**config.mk**
```make
export PLATFORM = sky130hd
export DESIGN_NAME = load_store_unit
export DESIGN_NICKNAME = d
export VERILOG_FILES = /design/src/rtl/load_store_unit_pkg.sv /design/src/rtl/load_store_unit_lsu_load_align.sv /design/src/rtl/load_store_unit.sv
export SDC_FILE = /design/constraint.sdc
export NUM_CORES = 1
export LEC_CHECK = 0
export CORE_MARGIN = 3
export CORE_UTILIZATION = 44
export DETAILED_ROUTE_END_ITERATION = 10
export PLACE_DENSITY = 0.87
export SETUP_SLACK_MARGIN = 0.1
export SLEW_MARGIN = 20
export SYNTH_ARGS = -nofsm -noshare
export SYNTH_HDL_FRONTEND = slang
export SYNTH_SLANG_ARGS = --single-unit
```
**constraint.sdc**
```tcl
create_clock -name clk -period 1.71 [get_ports clk]
set_clock_uncertainty 0.05 [all_clocks]
set_input_delay 0.342 -clock clk [delete_from_list [all_inputs] [get_ports clk]]
set_output_delay 0.342 -clock clk [all_outputs]
set_load 0.05 [all_outputs]
```
**src/rtl/load_store_unit_pkg.sv**
```systemverilog
// Shared definitions for the data-side load/store unit: funct3 codes,
// FSM state encoding and the misalignment rule.
package load_store_unit_pkg;

   localparam logic [2:0] MEM_FUNCT_B  = 3'd0;
   localparam logic [2:0] MEM_FUNCT_H  = 3'd1;
   localparam logic [2:0] MEM_FUNCT_W  = 3'd2;
   localparam logic [2:0] MEM_FUNCT_BU = 3'd4;
   localparam logic [2:0] MEM_FUNCT_HU = 3'd5;

   localparam int LSU_STATE_W = 3;
   localparam int STRB_W      = 4;

   typedef enum logic [LSU_STATE_W-1:0] {
      LSU_IDLE    = 3'd0,
      LSU_RD_ADDR = 3'd1,
      LSU_RD_DATA = 3'd2,
      LSU_WR_REQ  = 3'd3,
      LSU_WR_RESP = 3'd4,
      LSU_DONE    = 3'd5
   } lsu_state_t;

   // Halfwords need an even offset, words (and unused codes) need offset 0.
   function automatic logic is_misaligned(input logic [2:0] funct, input logic [1:0] off);
      logic mis;
      case (funct)
         MEM_FUNCT_B, MEM_FUNCT_BU: mis = 1'b0;
         MEM_FUNCT_H, MEM_FUNCT_HU: mis = off[0];
         default:                   mis = (off != 2'd0);
      endcase
      return mis;
   endfunction

endpackage

```
**src/rtl/load_store_unit_lsu_load_align.sv**
```systemverilog
// Combinational load formatter: lane-shifts the bus word by the byte offset
// and applies sign/zero extension for the access size.
module lsu_load_align
   import load_store_unit_pkg::*;
(
   input  logic [31:0] dr_data,
   input  logic [1:0]  off,
   input  logic [2:0]  funct,
   output logic [31:0] result
);

   logic [31:0] shifted_s;

   // Halfwords shift by whole halves so a misaligned H still reads a lane pair.
   always_comb begin
      shifted_s = 32'h0;
      result    = 32'h0;
      if (funct == MEM_FUNCT_H || funct == MEM_FUNCT_HU) begin
         shifted_s = dr_data >> {off[1], 4'b0000};
      end else begin
         shifted_s = dr_data >> {off, 3'b000};
      end
      case (funct)
         MEM_FUNCT_B:  result = {{24{shifted_s[7]}}, shifted_s[7:0]};
         MEM_FUNCT_BU: result = {24'h0, shifted_s[7:0]};
         MEM_FUNCT_H:  result = {{16{shifted_s[15]}}, shifted_s[15:0]};
         MEM_FUNCT_HU: result = {16'h0, shifted_s[15:0]};
         default:      result = shifted_s;
      endcase
   end

endmodule

```
**src/rtl/load_store_unit.sv**
```systemverilog
// Data-side bus master: turns single-cycle load/store pulses into read or
// write handshakes and returns a one-cycle completion with formatted data.
module load_store_unit
   import load_store_unit_pkg::*;
#(
   parameter int ADDR_WIDTH = 32,
   parameter int DATA_WIDTH = 32
) (
   input  logic                  clk,
   input  logic                  rst,
   input  logic                  load_data,
   input  logic                  store_data,
   input  logic [2:0]            mem_funct,
   input  logic [ADDR_WIDTH-1:0] mem_addr,
   input  logic [DATA_WIDTH-1:0] store_wdata,
   output logic                  data_valid,
   output logic [DATA_WIDTH-1:0] load_rdata,
   output logic                  misaligned,
   output logic                  busy,
   output logic                  dr_addr_valid,
   input  logic                  dr_addr_ready,
   output logic [ADDR_WIDTH-1:0] dr_addr,
   input  logic                  dr_data_valid,
   output logic                  dr_data_ready,
   input  logic [DATA_WIDTH-1:0] dr_data,
   output logic                  dw_valid,
   input  logic                  dw_ready,
   output logic [ADDR_WIDTH-1:0] dw_addr,
   output logic [DATA_WIDTH-1:0] dw_data,
   output logic [STRB_W-1:0]     dw_strobe,
   input  logic                  dw_resp_valid,
   output logic                  dw_resp_ready
);

   lsu_state_t            state_r;
   logic [2:0]            funct_r;
   logic [1:0]            off_r;
   logic                  mis_r;
   logic [DATA_WIDTH-1:0] st_data_s;
   logic [STRB_W-1:0]     st_strb_s;
   logic [DATA_WIDTH-1:0] aligned_s;

   lsu_load_align u_align (
      .dr_data (dr_data),
      .off     (off_r),
      .funct   (funct_r),
      .result  (aligned_s)
   );

   // Store lane replication and strobes, taken from the live request inputs.
   always_comb begin
      st_data_s = store_wdata;
      st_strb_s = 4'hF;
      case (mem_funct)
         MEM_FUNCT_B: begin
            st_data_s = {4{store_wdata[7:0]}};
            st_strb_s = 4'b0001 << mem_addr[1:0];
         end
         MEM_FUNCT_H: begin
            st_data_s = {2{store_wdata[15:0]}};
            st_strb_s = 4'b0011 << {mem_addr[1], 1'b0};
         end
         default: begin
            st_data_s = store_wdata;
            st_strb_s = 4'hF;
         end
      endcase
   end

   // Transaction FSM; every output is a register so bus payloads stay stable.
   always_ff @(posedge clk) begin
      if (!rst) begin
         state_r       <= LSU_IDLE;
         funct_r       <= 3'd0;
         off_r         <= 2'd0;
         mis_r         <= 1'b0;
         data_valid    <= 1'b0;
         load_rdata    <= '0;
         misaligned    <= 1'b0;
         busy          <= 1'b0;
         dr_addr_valid <= 1'b0;
         dr_addr       <= '0;
         dr_data_ready <= 1'b0;
         dw_valid      <= 1'b0;
         dw_addr       <= '0;
         dw_data       <= '0;
         dw_strobe     <= 4'h0;
         dw_resp_ready <= 1'b0;
      end else begin
         data_valid <= 1'b0;
         misaligned <= 1'b0;
         case (state_r)
            LSU_IDLE: begin
               if (load_data) begin
                  funct_r       <= mem_funct;
                  off_r         <= mem_addr[1:0];
                  mis_r         <= is_misaligned(mem_funct, mem_addr[1:0]);
                  dr_addr       <= {mem_addr[ADDR_WIDTH-1:2], 2'b00};
                  dr_addr_valid <= 1'b1;
                  busy          <= 1'b1;
                  state_r       <= LSU_RD_ADDR;
               end else if (store_data) begin
                  funct_r   <= mem_funct;
                  off_r     <= mem_addr[1:0];
                  mis_r     <= is_misaligned(mem_funct, mem_addr[1:0]);
                  dw_addr   <= {mem_addr[ADDR_WIDTH-1:2], 2'b00};
                  dw_data   <= st_data_s;
                  dw_strobe <= st_strb_s;
                  dw_valid  <= 1'b1;
                  busy      <= 1'b1;
                  state_r   <= LSU_WR_REQ;
               end
            end
            LSU_RD_ADDR: begin
               if (dr_addr_valid && dr_addr_ready) begin
                  dr_addr_valid <= 1'b0;
                  dr_data_ready <= 1'b1;
                  state_r       <= LSU_RD_DATA;
               end
            end
            LSU_RD_DATA: begin
               if (dr_data_valid && dr_data_ready) begin
                  dr_data_ready <= 1'b0;
                  load_rdata    <= aligned_s;
                  data_valid    <= 1'b1;
                  misaligned    <= mis_r;
                  state_r       <= LSU_DONE;
               end
            end
            LSU_WR_REQ: begin
               if (dw_valid && dw_ready) begin
                  dw_valid      <= 1'b0;
                  dw_resp_ready <= 1'b1;
                  state_r       <= LSU_WR_RESP;
               end
            end
            LSU_WR_RESP: begin
               if (dw_resp_valid) begin
                  dw_resp_ready <= 1'b0;
                  data_valid    <= 1'b1;
                  misaligned    <= mis_r;
                  state_r       <= LSU_DONE;
               end
            end
            LSU_DONE: begin
               busy    <= 1'b0;
               state_r <= LSU_IDLE;
            end
            default: begin
               dr_addr_valid <= 1'b0;
               dr_data_ready <= 1'b0;
               dw_valid      <= 1'b0;
               dw_resp_ready <= 1'b0;
               busy          <= 1'b0;
               state_r       <= LSU_IDLE;
            end
         endcase
      end
   end

endmodule

```
==> metrics.md <==
| Metric | Value |
|---|---|
| Vias in the first global route | 6,191 |
| Core ar. | 0.0140 mm² |
| Num CTS Buffers | 17 |
| Kind of critical path | reg -> reg |
| DRC viols | 0 |
| Top cell type by total area after synthesis | dfxtp_1 |
| Count of flip-flops with a built-in enable after synthesis | 0 |
| Total congestion overflow | 0 |
| Starting Density | roughly 45% |
| WHS | between 0.4 and 0.5 ns |
| Place WS | -0.330 ns |
| Largest net degree at the start of global routing | between 60 and 70 |
| H-Tree Depth | 4 |
| RSZ-0062 raised after global routing | true |
| Synth cell count leaders | nand2_1, dfxtp_1, a21oi_1, nor2_1 |
| Power, Total | 0.0133 W |
| Critical path launch point type | register |
| Max Cap Violations | 0 |
| Tcrit/Tclk final | 92.0% |
| Hold Path Sink | dw_addr[29] |
| Asr flop ratio synth | 0% |
| Sequential fraction of the synthesis area | 45.6% |
| RR Startpoint | off_r[1] |
| CTS tree | yes |
| Antenna Nets Post-Route | 0 |
| Worst-Skew Late Latency | 0.42 ns |
| Max frequency | 635 MHz |
| Final Util | 68.2% |
| Hold buffer count at cts | 0 |
| Post-DP HPWL | 14,300 µm |
| Post-synthesis cell count | 742 |
| CTS Buffer Depth | 2 |
| Period minus WS final | 1.57 ns |
| Clk root buf | clkbuf_16 |
| Fin worst setup slack | between 0.1 and 0.15 ns |
| Initial antenna violation count | 0 |
| Placed cell areas | 0.00887 mm² |
| Top cells by area, synth | dfxtp_1, nand2_1, a21oi_1, mux2i_1, mux4_2 |
| Most common cell in the netlist | nand2_1 |
| Standard-cell rows | 43 |
| Critical Path Start | off_r[1] |
| Leakage | between 3 and 4 nW |
| Area fraction of the dominant cell type after synthesis | 45.6% |
| Synth unique cells | 50 |
| Synthesized area per cell | 8.53 µm² |
| Critical Path RT | 1.97 ns |
| First-pass iteration count of the detailed router | 5 |
| Clk slew on worst S/H paths | 0.06 ns |
| Warnings from Yosys | 0 |
| Routed vias | about 6.5k |
| Avg WL per Cell | 16.7 µm |
| Layout net count | 1,109 |
| HP Start | dw_addr[29] |
| Synthesized area | 0.00633 mm² |
| Chip width | 126 µm |
| Cell area power density | roughly 1400 mW/mm² |
| I/O Pins | 246 |
| Finished Cell Area | 0.00954 mm² |
| Fin. Hold Viols | 0 |
| Hold Path Class | reg -> reg |
| Final wirelength | 19,900 µm |
| Vias per cell | 5.41 |
| Clk sinks | 144 |
| DIE AREA | 0.0159 mm² |
| R2R cell count | 5 |
| I/O Buffers | 241 |
| Die height | ~130 µm |
| First-pass GRT wire length | 31,000 µm |
| Max-slew violation count | 0 |
| Drt initial violations | 465 |
| Max VDD drop | 0.000931 V |
| Share of layout cells above drive strength 1 | 27.0% |
| N_diodes | 0 |
| Crit Reg-Reg Endpoint | load_rdata[19] |
| # setup viols final | 0 |
| Routability congestion estimate from global placement | 0.861 |
| Reg2reg setup slack | 0.14 ns |
| Worst Path Arrival | 1.83 ns |
| #FFs+latches synth | 144 |
| Critical path peak fanout | 8 |
| Status | complete, no violations |
| Area grow syn2layout | 50.7% |
| Ys flop type | dfxtp_1 |
| Hold path depth | 2 |
| Total GRT Usage | 23.9% |
| Critical Path End Type | register |
-- kinds of logic (layout without fill, tap and decap cells) --
group                  Yosys count  in the layout  share of synthesized area (%)
AOI/OAI and AO/OA              204            204                           21.3
other                            1              4                         0.0593
muxes                           34             34                           6.78
buffers and inverters           72            342                           6.05
DFF                            144            144                           45.6
and+or+nand+nor                287            287                           20.3
-- cell type report --
cell class | count | area, µm²
inverters | 8 | 31.3
repair buffers | 302 | 2680
flip-flops and latches | 144 | 2910
multi-input cells | 529 | 3130
fillers | 1094 | 4450
well taps | 180 | 225
clock buffers | 18 | 450
clock inverters | 14 | 118
-- state kept, by name, summed over array words and instances, names as in the netlist --
register / cells
misaligned: 1
dr_addr_valid: 1
dw_strobe: 4
dw_valid: 1
dr_addr: 30
load_rdata: 32
state_r: 3
data_valid: 1
dr_data_ready: 1
dw_addr: 30
mis_r: 1
funct_r: 3
off_r: 2
dw_resp_ready: 1
busy: 1
dw_data: 32
-- what timing repair did --
action,4_1_cts,5_1_grt
pin swaps,2,2
endpoints found under the setup margin,68,56
gates cloned,0,1
gates resized for setup,10,13
buffers inserted,1,0
-- worst max-delay path, cell delays in order, from the launching register on --
cell	delay, ns
dfxtp_4	0.39
mux2_4	0.35
nor3_4	0.18
o41ai_4	0.10
buf_4	0.17
o221a_2	0.25
-- cells in the final DEF, fill, tap and decap left out, types with 10 or more instances in the layout --
cell,Yosys,layout
buf_12,0,10
nand2b_1,12,11
o221a_1,10,10
clkdlybuf4s50_1,0,106
a311oi_1,12,12
clkbuf_16,0,19
a21oi_1,107,106
mux2i_1,26,26
nor2_1,36,34
dfxtp_1,144,136
buf_4,11,184
nand2_1,205,205
o21ai_0,24,24
-- per-layer routing --
metal,up-vias,global-route usage (%),share of wire (%)
met5,-,0,0
met4,0,10.8,3.4
met3,49,6.45,7.2
met2,273,41.1,50
met1,3049,28.0,39
li1,3098,-,-
-- report_power, final --
| part | switching, W | internal (W) |
|---|---|---|
| logic | 0.00341 | 0.00201 |
| registers | 0.000402 | 0.00389 |
| clock network | 0.00156 | 0.00198 |
-- worst max-delay path by stage --
stage | cells after the start | slack [ns] | to
floorplan | 5 | 0.15 | load_rdata[19]
global placement | 6 | -0.30 | load_rdata[18]
detailed placement | 6 | -0.33 | load_rdata[19]
CTS | 4 | 0.11 | load_rdata[0]
global route | 5 | 0.08 | state_r[1]
finish | 5 | 0.14 | load_rdata[19]
-- per-stage QoR --
stage / cells / TNS, ns
6_report: 1195 / 0
5_1_grt: 1195 / 0
4_1_cts: 1194 / 0
3_5_place_dp: 1161 / -11.99
3_3_place_gp: 1161 / -8.62
2_1_floorplan: 745 / 0
Note: power is estimated with default switching activity, not from simulation.
==> patch 1, RTL diff (same settings) <==
Reset style: asynchronous (`rst`), changed in one clocked block.
--- a/src/rtl/load_store_unit.sv
+++ b/src/rtl/load_store_unit.sv
@@ -68,7 +68,7 @@
    end
 
    // Transaction FSM; every output is a register so bus payloads stay stable.
-   always_ff @(posedge clk) begin
+   always_ff @(posedge clk or negedge rst) begin
       if (!rst) begin
          state_r       <= LSU_IDLE;
          funct_r       <= 3'd0;
Check against the original RTL: differs if rst is asserted again (counterexample within 4 cycles, from zero or initial values and one cycle with rst low); with rst held inactive, the same outputs for 4 cycles.
==> patch 1 against the unedited design <==
Wire length up 4.2%. Global-route usage grew 1.3 points. Synthesized area rose by 2.6%. Setup slack got worse by 0.097 ns. Final cell count fell by 13%. Cell area up 6.7%. Sequential cell count is the same. Largest cell class is now registers.
Power is not compared: it rests on default switching activity, and its combinational part moved more than twofold at a synthesized area within 25%.
==> patch 1: results (changes against the unedited design) <==
* Status: finished, final reports clean
* H-tree levels at 4 (unchanged)
* Final hold slack at 0.393 ns (-0.0112 ns)
* Clk buf depth at 2 (unchanged)
* Async S/R FF share, synth at 1.00 (+1.00)
* Vias in the first global route at 5882 (-5.0%)
* Period minus WS final at 1.67 ns (+0.0971 ns)
* Sw Ratio at 0.477
* Max VDD drop at 0.00178 V
* Sequential area share after synthesis at 0.555 (+0.0995)
* Final Util at 0.719 (+0.0371)
* ANT cells at 0 (unchanged)
* Area after DPL at 9320 um^2 (+5.1%)
* TritonCTS buffer count at 17 (unchanged)
* Clk_lat worst skew at 0.42 ns (about the same)
* Crit-path max FO at 8 (unchanged)
* Antenna violations before repair at 0 (unchanged)
* Drt first pass iters at 5 (unchanged)
* Share of cells above drive strength 1 at 0.414 (+0.144)
* Vias per cell at 5.35 (-1.1%)
* Total GRT Usage at 0.252 (+0.0129)
* Critical Path AT at 1.90 ns (+0.07 ns)
* Fillers at 951 (-13%)
* Number of nets in the layout at 956 (-14%)
* Detailed placer's ending HPWL at 15100 um (+5.8%)
* Biggest regs: dw_data: 32 flops, load_rdata: 32 flops
* Unique masters post-synth at 42 (-16%)
* FF-to-FF setup slack at 0.04 ns (-0.10 ns)
* Leakage power at 4.67 nW
* Synth top area cells: dfrtp_1 56%, mux2_2 14%, mux2i_1 4.9%
* Most common library cells after synthesis: 144 x dfrtp_1, 83 x mux2_2, 62 x nand2_1, 46 x o21ai_0, 32 x mux2i_1
* Post-Place Setup Slack at -0.297 ns (+0.0323 ns)
* Yosys warns at 0 (unchanged)
* Largest net degree at the start of global routing at 47 (-25%)
* Worst-Margin Slew at ~0.51 ns
* First-pass GRT wire length at 31800 um (+2.5%)
* GPL Wtd Cong at 0.968 (+12%)
* I/O Buffers at 241 (unchanged)
* Clock tree root buffer cell: clkbuf_16
* Iter 0 DRT Violations at 453 (-2.6%)
* Worst hold path type: primary input to async pin
* DR WL/cell at 19.9 um (+19%)
==> patch 1: changes by cell type after synthesis, moves of 11 or more <==
cell      change
a21oi_1      -91
a311oi_1     -11
dfrtp_1     +144
dfxtp_1     -144
mux2_2       +83
nand2_1     -143
o21ai_0      +22
==> patch 1: routing by layer <==
| metal | global-route usage | share of wire |
|---|---|---|
| met5 | 0 | 0 |
| met4 | 0.116 | 0.038 |
| met3 | 0.0907 | 0.11 |
| met2 | 0.409 | 0.48 |
| met1 | 0.302 | 0.38 |
==> patch 1: timing repair <==
action | CTS | global route
hold endpoints to repair | 43 | 0
setup endpoints to repair | 36 | 77
setup buffers | 1 | 5
gates resized for setup | 13 | 20
pin swaps | 2 | 8
hold buffers | 1 | 0
cloned | 0 | 2
==> patch 1: power by group through the flow <==
| stage | clock network [mW] | registers (mW) | logic [mW] |
|---|---|---|---|
| floorplan | 0 | 11.6 | 3.36 |
| global placement | 0 | 6.14 | 13.2 |
| detailed placement | 0 | 6.27 | 13.5 |
| CTS | 3.98 | 6.29 | 13.6 |
| global route | 4.15 | 6.48 | 14.6 |
| finish | 3.93 | 6.31 | 13.9 |
==> patch 1: layout make-up <==
cell class | count | share of cell area
Timing Repair Buffer | 320 | 0.283
Clock buffer | 18 | 0.0422
Tap cell | 180 | 0.0221
Multi-Input combinational cell | 359 | 0.277
Sequential cell | 144 | 0.355
Clock inverter | 14 | 0.0185
Inverter | 7 | 0.00283
==> patch 1: logic make-up after synthesis <==
kind of cell,synth area share
flops,0.555
simple gates,0.0879
mux,0.218
compound gates,0.105
buf+inv,0.0333
other cells,0.000578
==> patch 1: worst max-delay path, stage by stage, from the launching register on <==
cell and delay [ns]:
dfrtp_2 0.47, buf_6 0.15, mux2_4 0.31, buf_6 0.13, o2111ai_4 0.18, buf_6 0.15
o211ai_1 0.09
==> patch 1: path summary, 6_finish.rpt <==
kind                                     startpoint                         end  cells after the start
max in group asynchronous                       rst      dr_addr[5]$_DFFE_PN0P_                      3
hold / removal                                  rst     dw_data[10]$_DFFE_PN0P_                      2
setup / recovery               off_r[1]$_DFFE_PN0P_  load_rdata[12]$_DFFE_PN0P_                      6
hold reg to reg            dw_strobe[0]$_DFFE_PN0P_    dw_strobe[0]$_DFFE_PN0P_                      2
min in group clk           dw_strobe[0]$_DFFE_PN0P_    dw_strobe[0]$_DFFE_PN0P_                      2
setup reg to reg               off_r[1]$_DFFE_PN0P_  load_rdata[12]$_DFFE_PN0P_                      6
==> patch 1: per-stage QoR <==
step                TNS [ns]  instances
floorplan            -0.0404        548
global placement      -18.45       1001
detailed placement    -20.12       1001
CTS                        0       1035
global route               0       1042
finish                     0       1042
==> patch 2, RTL diff (same settings) <==
Made on the original files. Change the parameter `ADDR_WIDTH` from 32 to 64.
--- a/src/rtl/load_store_unit.sv
+++ b/src/rtl/load_store_unit.sv
@@ -3,7 +3,7 @@
 module load_store_unit
    import load_store_unit_pkg::*;
 #(
-   parameter int ADDR_WIDTH = 32,
+   parameter int ADDR_WIDTH = 64,
    parameter int DATA_WIDTH = 32
 ) (
    input  logic                  clk,
Ports: changed (resized dr_addr, dw_addr and mem_addr); port bits go from 246 to 342. The function was not compared with the original's and may differ.
==> patch 2 against the unedited design <==
Power rose by 46%. Cell area increased by 41%. Setup slack lost 0.061 ns. Sequential power rose by 43%. Synthesized area increased by 34%. Wire length increased by 53%. Sequential cell count increased by 64.
==> patch 2: results (changes against the unedited design) <==
* FF-to-FF setup slack at 0.08 ns (-0.06 ns)
* Tot Pwr at 19.3 mW (+46%)
* Status: finished, final reports clean
* Sequential share of cell area at 0.312 (+0.00710)
* Detailed placer's ending HPWL at 21300 um (+49%)
* Signal buffers at 425 (+41%)
* Worst setup path endpoint: dw_data[7]$_SDFFE_PN0P_
* H-tree levels at 1 (-3)
* Number of nets in the layout at 1528 (+38%)
* Met3 usage at 0.0612 (-0.00325)
* Biggest regs: dr_addr: 62 flops, dw_addr: 62 flops
* Switching power at 7.67 mW (+43%)
* Area after DPL at 12000 um^2 (+35%)
* Leakage power at 5.47 nW (+42%)
* Critical Path AT at 2.02 ns (+0.19 ns)
* Met2 Usage GRT at 0.466 (+0.0552)
* Seq. pwr at 6.12 mW (+43%)
* Crit-path max FO at 6 (-2)
* Clk buf depth at 3 (+1)
* Sequential area share after synthesis at 0.489 (+0.0339)
* Vias per cell at 5.34 (-1.3%)
* I/O Buffers at 337 (+40%)
* Cell Count Post-Placement at 1596 (+37%)
* Non-clk buf share at 0.296 (+0.0154)
* First-pass GRT wire length at 46200 um (+49%)
* GPL Wtd Cong at 0.885 (+2.8%)
* R2R Path Start: state_r[2]$_SDFFE_PN0P_
* Synth Instances at 1017 (+37%)
* Synth top area cells: dfxtp_1 49%, nand2_1 15%, a21oi_1 10%
* Share of cells above drive strength 1 at 0.278 (+0.00822)
* DR WL/cell at 18.4 um (+10%)
* Largest net degree at the start of global routing at 46 (-27%)
* Drt first pass iters at 6 (+1)
* Mux cell area share after synthesis at 0.0504 (-0.0174)
patch 2: cell count changes in the layout (fill, tap and decap cells not counted), moves of 6 or more:
cell             unedited run  this run
o221a_2                     7         1
nand2_1                   205       329
o221a_4                     0        15
buf_12                     10        23
a21oi_1                   106       165
buf_6                       1         7
dfxtp_1                   136       201
clkbuf_16                  19        25
buf_4                     184       249
clkdlybuf4s50_1           106       138
o221a_1                    10         1
patch 2: how the worst min path moves through the flow:
stage	from	end	slack, ns	cells past startpoint
CTS	mem_addr[7]	dw_addr[7]$_SDFFE_PN0P_	0.34	3
finish	mem_addr[7]	dw_addr[7]$_SDFFE_PN0P_	0.36	3
global route	mem_addr[28]	dw_addr[28]$_SDFFE_PN0P_	0.36	3
floorplan	mis_r$_SDFFE_PN0P_	misaligned$_SDFF_PN0_	0.40	1
detailed placement	dr_addr[62]$_SDFFE_PN0P_	dr_addr[62]$_SDFFE_PN0P_	0.40	2
global placement	dw_addr[10]$_SDFFE_PN0P_	dw_addr[10]$_SDFFE_PN0P_	0.39	2
